[src/rtl/multi_item_vending.sv]
// Multi-item vending controller: nickel/dime/quarter credit, per-item price and stock,
// cancel/refund, and greedy serial change. Every output is registered.
module multi_item_vending #(
  parameter int unsigned                     CREDIT_W   = 8,
  parameter int unsigned                     MAX_CREDIT = 100,
  parameter int unsigned                     N_ITEMS    = 4,
  parameter int unsigned                     SEL_W      = 2,
  parameter logic [N_ITEMS*CREDIT_W-1:0]     PRICE_LIST = {8'd50, 8'd35, 8'd25, 8'd15},
  parameter int unsigned                     STOCK_W    = 4,
  parameter int unsigned                     STOCK_INIT = 10
) (
  input  logic                clk,
  input  logic                reset_n,
  input  logic                nickel,
  input  logic                dime,
  input  logic                quarter,
  input  logic [SEL_W-1:0]    sel,
  input  logic                vend_req,
  input  logic                cancel,
  input  logic                restock,
  output logic                coin_accept,
  output logic                coin_reject,
  output logic                vend_fail,
  output logic                dispense_out,
  output logic [SEL_W-1:0]    item_out,
  output logic                change_nickel,
  output logic                change_dime,
  output logic                change_quarter,
  output logic                done,
  output logic                busy,
  output logic [CREDIT_W-1:0] credit,
  output logic [N_ITEMS-1:0]  sold_out
);

  localparam logic [CREDIT_W-1:0] MaxCredit = CREDIT_W'(MAX_CREDIT);
  localparam logic [STOCK_W-1:0]  StockInit = STOCK_W'(STOCK_INIT);
  localparam logic [CREDIT_W-1:0] Val5      = CREDIT_W'(5);
  localparam logic [CREDIT_W-1:0] Val10     = CREDIT_W'(10);
  localparam logic [CREDIT_W-1:0] Val25     = CREDIT_W'(25);

  typedef enum logic [1:0] {StIdle, StDispense, StChange, StDone} state_e;

  // Largest coin not exceeding the remaining credit.
  function automatic logic [CREDIT_W-1:0] change_coin(input logic [CREDIT_W-1:0] c);
    if (c >= Val25)      return Val25;
    else if (c >= Val10) return Val10;
    else                 return Val5;
  endfunction

  state_e                          r_state, w_state_d;
  logic [CREDIT_W-1:0]             r_credit, w_credit_d;
  logic [N_ITEMS-1:0][STOCK_W-1:0] r_stock, w_stock_d;
  logic [SEL_W-1:0]                r_item, w_item_d;

  logic                r_coin_accept, r_coin_reject, r_vend_fail, r_dispense;
  logic [SEL_W-1:0]    r_item_out;
  logic                r_chg_nickel, r_chg_dime, r_chg_quarter, r_done, r_busy;
  logic [N_ITEMS-1:0]  r_sold_out;

  logic                w_accept, w_reject, w_fail;
  logic                w_coin_any, w_coin_fits;
  logic [1:0]          w_coin_cnt;
  logic [CREDIT_W-1:0] w_coin_val, w_price, w_chg_now, w_chg_next;
  logic [CREDIT_W:0]   w_coin_sum;
  logic [STOCK_W-1:0]  w_stock_sel;
  logic                w_can_vend;

  logic                w_dispense_d, w_chg_nickel_d, w_chg_dime_d, w_chg_quarter_d;
  logic                w_done_d, w_busy_d;
  logic [SEL_W-1:0]    w_item_out_d;
  logic [N_ITEMS-1:0]  w_sold_out_d;

  assign w_coin_any  = nickel | dime | quarter;
  assign w_coin_cnt  = {1'b0, nickel} + {1'b0, dime} + {1'b0, quarter};
  assign w_coin_val  = quarter ? Val25 : (dime ? Val10 : (nickel ? Val5 : '0));
  assign w_coin_sum  = {1'b0, r_credit} + {1'b0, w_coin_val};
  assign w_coin_fits = (w_coin_cnt == 2'd1) && (w_coin_sum <= {1'b0, MaxCredit});
  assign w_price     = PRICE_LIST[int'(sel)*CREDIT_W +: CREDIT_W];
  assign w_stock_sel = r_stock[sel];
  assign w_can_vend  = (w_stock_sel != '0) && (r_credit >= w_price);
  assign w_chg_now   = change_coin(r_credit);

  always_ff @(posedge clk or negedge reset_n) begin
    if (!reset_n) begin
      r_state  <= StIdle;
      r_credit <= '0;
      r_stock  <= {N_ITEMS{StockInit}};
      r_item   <= '0;
    end else begin
      r_state  <= w_state_d;
      r_credit <= w_credit_d;
      r_stock  <= w_stock_d;
      r_item   <= w_item_d;
    end
  end

  // Idle priority: cancel > vend_req > restock > coin. Coins are refused outside idle.
  always_comb begin
    w_state_d  = r_state;
    w_credit_d = r_credit;
    w_stock_d  = r_stock;
    w_item_d   = r_item;
    w_accept   = 1'b0;
    w_reject   = w_coin_any;
    w_fail     = 1'b0;
    case (r_state)
      StIdle: begin
        if (cancel) begin
          w_state_d = (r_credit != '0) ? StChange : StDone;
        end else if (vend_req && w_can_vend) begin
          w_credit_d     = r_credit - w_price;
          w_stock_d[sel] = w_stock_sel - STOCK_W'(1);
          w_item_d       = sel;
          w_state_d      = StDispense;
        end else begin
          if (vend_req) begin
            w_fail = 1'b1;
          end else if (restock) begin
            w_stock_d[sel] = StockInit;
          end
          if (w_coin_fits) begin
            w_accept   = 1'b1;
            w_reject   = 1'b0;
            w_credit_d = w_coin_sum[CREDIT_W-1:0];
          end
        end
      end
      StDispense: w_state_d = (r_credit != '0) ? StChange : StDone;
      StChange: begin
        w_credit_d = r_credit - w_chg_now;
        if (w_credit_d == '0) w_state_d = StDone;
      end
      StDone:  w_state_d = StIdle;
      default: w_state_d = StIdle;
    endcase
  end

  // Outputs are decoded from the next state so they line up with the state they describe.
  assign w_chg_next = change_coin(w_credit_d);

  always_comb begin
    w_dispense_d    = (w_state_d == StDispense);
    w_item_out_d    = w_dispense_d ? w_item_d : '0;
    w_chg_nickel_d  = (w_state_d == StChange) && (w_chg_next == Val5);
    w_chg_dime_d    = (w_state_d == StChange) && (w_chg_next == Val10);
    w_chg_quarter_d = (w_state_d == StChange) && (w_chg_next == Val25);
    w_done_d        = (w_state_d == StDone);
    w_busy_d        = (w_state_d != StIdle);
    for (int i = 0; i < N_ITEMS; i++) begin
      w_sold_out_d[i] = (w_stock_d[i] == '0);
    end
  end

  always_ff @(posedge clk or negedge reset_n) begin
    if (!reset_n) begin
      r_coin_accept <= 1'b0;
      r_coin_reject <= 1'b0;
      r_vend_fail   <= 1'b0;
      r_dispense    <= 1'b0;
      r_item_out    <= '0;
      r_chg_nickel  <= 1'b0;
      r_chg_dime    <= 1'b0;
      r_chg_quarter <= 1'b0;
      r_done        <= 1'b0;
      r_busy        <= 1'b0;
      r_sold_out    <= (StockInit == '0) ? '1 : '0;
    end else begin
      r_coin_accept <= w_accept;
      r_coin_reject <= w_reject;
      r_vend_fail   <= w_fail;
      r_dispense    <= w_dispense_d;
      r_item_out    <= w_item_out_d;
      r_chg_nickel  <= w_chg_nickel_d;
      r_chg_dime    <= w_chg_dime_d;
      r_chg_quarter <= w_chg_quarter_d;
      r_done        <= w_done_d;
      r_busy        <= w_busy_d;
      r_sold_out    <= w_sold_out_d;
    end
  end

  assign coin_accept    = r_coin_accept;
  assign coin_reject    = r_coin_reject;
  assign vend_fail      = r_vend_fail;
  assign dispense_out   = r_dispense;
  assign item_out       = r_item_out;
  assign change_nickel  = r_chg_nickel;
  assign change_dime    = r_chg_dime;
  assign change_quarter = r_chg_quarter;
  assign done           = r_done;
  assign busy           = r_busy;
  assign credit         = r_credit;
  assign sold_out       = r_sold_out;

endmodule

[config.mk]
export PLATFORM = sky130hd
export DESIGN_NAME = multi_item_vending
export DESIGN_NICKNAME = d
export VERILOG_FILES = /design/src/rtl/multi_item_vending.sv
export SDC_FILE = /design/constraint.sdc
export NUM_CORES = 1
export LEC_CHECK = 0
export CAP_MARGIN = 20
export CELL_PAD_IN_SITES_DETAIL_PLACEMENT = 1
export CELL_PAD_IN_SITES_GLOBAL_PLACEMENT = 2
export CORE_MARGIN = 2
export CORE_UTILIZATION = 32
export CTS_CLUSTER_SIZE = 20
export DETAILED_ROUTE_END_ITERATION = 10
export GPL_TIMING_DRIVEN = 0
export HOLD_SLACK_MARGIN = 0.15
export PLACE_DENSITY_LB_ADDON = 0.08
export SLEW_MARGIN = 20
export SYNTH_ARGS = -nofsm -noshare
export SYNTH_HDL_FRONTEND = slang
export SYNTH_SLANG_ARGS = --single-unit
[constraint.sdc]
create_clock -name clk -period 3.6 [get_ports clk]
set_input_delay 0.54 -clock clk [delete_from_list [all_inputs] [get_ports clk]]
set_output_delay 0.54 -clock clk [all_outputs]
set_load 0.01 [all_outputs]
==> reports/metrics.csv <==
metric;value;unit
status;finished with violations;
violations;negative setup slack;
die-area;0.01076;sq mm
path_clk_slew;100;ps
yosysUniqueCellTypes;68;
cts.htree.levels;2;
routedWlPerCell;19.68;um
drtIter0Drc;115;
routed_wl;11040;um
synth_mux_area_frac;0.04522;
slew_headroom;0.4064;
drive_gt1_frac;0.3388;
reg2reg_from;credit[2];
cts_root_buffer;clkbuf_8;
hold_viol_final;0;
maxCapViolations;0;
setup_viol;2;
dr.pass1.iters;4;
power_density;1043;mW/mm^2
path_class;reg -> reg;
synth_most_common_cell;nand2_1;
startpoint_type;register;
slowest_stage;or4b_4;
crit_family;simple AND/OR/NAND/NOR gates;
crit_arrival;3860;ps
synthTopCellsByCount;nand2_1, dfrtp_1, inv_1, nor2_1, ha_1;
rsz0062_at_grt;yes;
worst_pin_slew;888.6;ps
synth_ff_type;dfrtp_1;
ios;33;
synth_nets;383;
avgViaCountPerCell;5.488;
fin_crit;3617;ps
slew_viol_final;0;
grt_pass1_wl;17620;um
start_util;0.3270;
synthCells;349;
setup_slack;-17.25;ps
synth_top_area_share;0.2753;
area_delta_synth_final;41.01;%
grt_pass1_vias;3242;
post-route-drc-count;0;
ys_seq_area_frac;0.3413;
core_region_area;0.009729;sq mm
skew;9.209;ps
vias;3079;
cp_cell_sequence;or3_4, a31oi_4, nand2_4, buf_6, fa_2, a21o_1, a211oi_2, o21ai_1, a21oi_1, a31oi_1, or4b_4, a32o_2, or2_4, nor2b_1;
synthSimpleGateAreaFrac;0.1809;
synth_compound_area_frac;0.2489;
io_buffers;32;
grt_overflow;0;
async_flop_share;1.000;
antenna_found_initial;1;
final_util;0.4612;
worst-r2r-cell-count;14;
row_count;36;
n_fill_cell;1148;
fp.dieW;103.7;um
hpwl;7983;um
cts_tree;built;
end_kind;register;
final_cells;561;
grt_max_degree;27;
crit_buf_inv;1;
synth_xor_xnor_area_share;0.03028;
p_leak;0.001890;uW
cp.required;3840;ps
yosysTopAreaCell;dfrtp_1;
nets;461;
synth.avg_cell_area;9.117;sq um
max_freq;276.5;MHz
rrSetupSlack;-20;ps
critPathMaxFanout;4;
critPathMaxStageDelay;500;ps
tns;-33.69;ps
ys_ff_latch;43;
ant_nets;0;
insertedDiodeCount;0;
chipHeight;103.7;um
clkLatencyLatePin;310;ps
dpl.cell_count;515;
gp_congestion;0.7840;
synth_top_family_by_area;compound AO/OA/AOI/OAI gates;
numCtsBuffers;5;
synth_warnings;0;
critPathCapture;item_out[1];
fin_crit_sh;1.005;
synth_edf_count;0;
reg2reg_to;item_out[1];
syn_area;0.003182;sq mm
hold_class;in -> async;
synthAdderAreaFrac;0.1038;
cts_buffer_depth;2;
grt_util_all_layers;0.2085;
ir_worst_vdd;0.0004920;V
cts.sinks;43;
place_ws;-1485;ps
synth_area_leaders;dfrtp_1, ha_1, dfstp_2, nand2_1, inv_1;
startpoint;credit[2];
crit_cells;14;
## layout by cell type, fill, tap and decap left out, drive strengths merged, types with 6 or more instances in the layout
cell type / synthesis / final
a21o: 10 / 10
a21oi: 12 / 12
a31oi: 7 / 7
buf: 2 / 47
clkbuf: 9 / 12
clkdlybuf4s50: 0 / 26
dfrtp: 35 / 35
dfstp: 8 / 8
ha: 20 / 20
inv: 29 / 28
nand2: 39 / 39
nor2: 27 / 27
nor2b: 11 / 11
nor3: 6 / 6
nor4: 9 / 9
o21ai: 17 / 17
o22a: 9 / 9
xnor2: 8 / 8
## final cells by class
class                           instances  area (sq um)  area share
Clock buffer                            5         68.82     0.01534
Inverter                               29         118.9     0.02649
Tap cell                              133         166.4     0.03709
Sequential cell                        43          1096      0.2443
Timing Repair Buffer                   75         640.6      0.1428
Clock inverter                          3         23.77    0.005298
Buffer                                  7         56.30     0.01255
Multi-Input combinational cell        266          2316      0.5162
## worst min path at each step
stage	slack, ps	from	end
floorplan	240	reset_n	busy
global placement	480	r_item[0]	r_item[0]
detailed placement	490	r_item[1]	r_item[1]
CTS	180	reset_n	credit[5]
global route	190	reset_n	coin_reject
finish	180	reset_n	coin_reject
## state kept, by name, summed over array words and instances (netlist names), 2 cells and up
register and count:
r_item 2, sold_out 4, item_out 2, credit 8, r_stock 16, r_state 2
## cells by family (layout without fill, tap and decap cells)
logic type,after synthesis,in the layout
AOI/OAI and AO/OA,108,108
xor gates and xnor gates,11,11
DFF,43,43
buffers and inverters,40,119
adders and majority gates,24,24
and+or+nand+nor,115,115
muxes,8,8
## repair_timing
action,CTS,global route
buffers inserted,38,5
setup endpoints to repair,39,10
gates resized for setup,80,27
pin swaps,37,19
hold buffers,0,0
## worst reg2reg max path, stage by stage (launching register included)
cell      delay (ps)
dfrtp_2          440
or3_4            410
a31oi_4          230
nand2_4           90
buf_6            120
fa_2             350
a21o_1           210
a211oi_2         260
o21ai_1          110
a21oi_1          130
a31oi_1           60
or4b_4           500
a32o_2           300
or2_4            250
nor2b_1          110
## metal layers
| layer | vias up | global-route usage | wire (um) |
|---|---|---|---|
| met4 | 0 | 0.04923 | 112 |
| li1 | 1450 | - | - |
| met2 | 52 | 0.3382 | 5185 |
| met1 | 1569 | 0.2916 | 5360 |
| met3 | 8 | 0.03461 | 382 |
| met5 | - | 0 | 0 |
## report_power, final
group | leakage, uW | switching (uW) | internal (uW)
clock | 0.0000408 | 203 | 139
sequential | 0.000518 | 194 | 727
combinational | 0.00133 | 1820 | 1590
## metrics by stage
step | hold slack (ps) | power [uW] | instance area, sq um
2_1_floorplan | 244.4 | 2634 | 3212
3_3_place_gp | 484.9 | 3416 | 3699
3_5_place_dp | 488.5 | 3459 | 3714
4_1_cts | 182.8 | 4471 | 4358
5_1_grt | 194.8 | 5034 | 4487
6_report | 175.4 | 4680 | 4487
(Power assumes the default switching activity.)
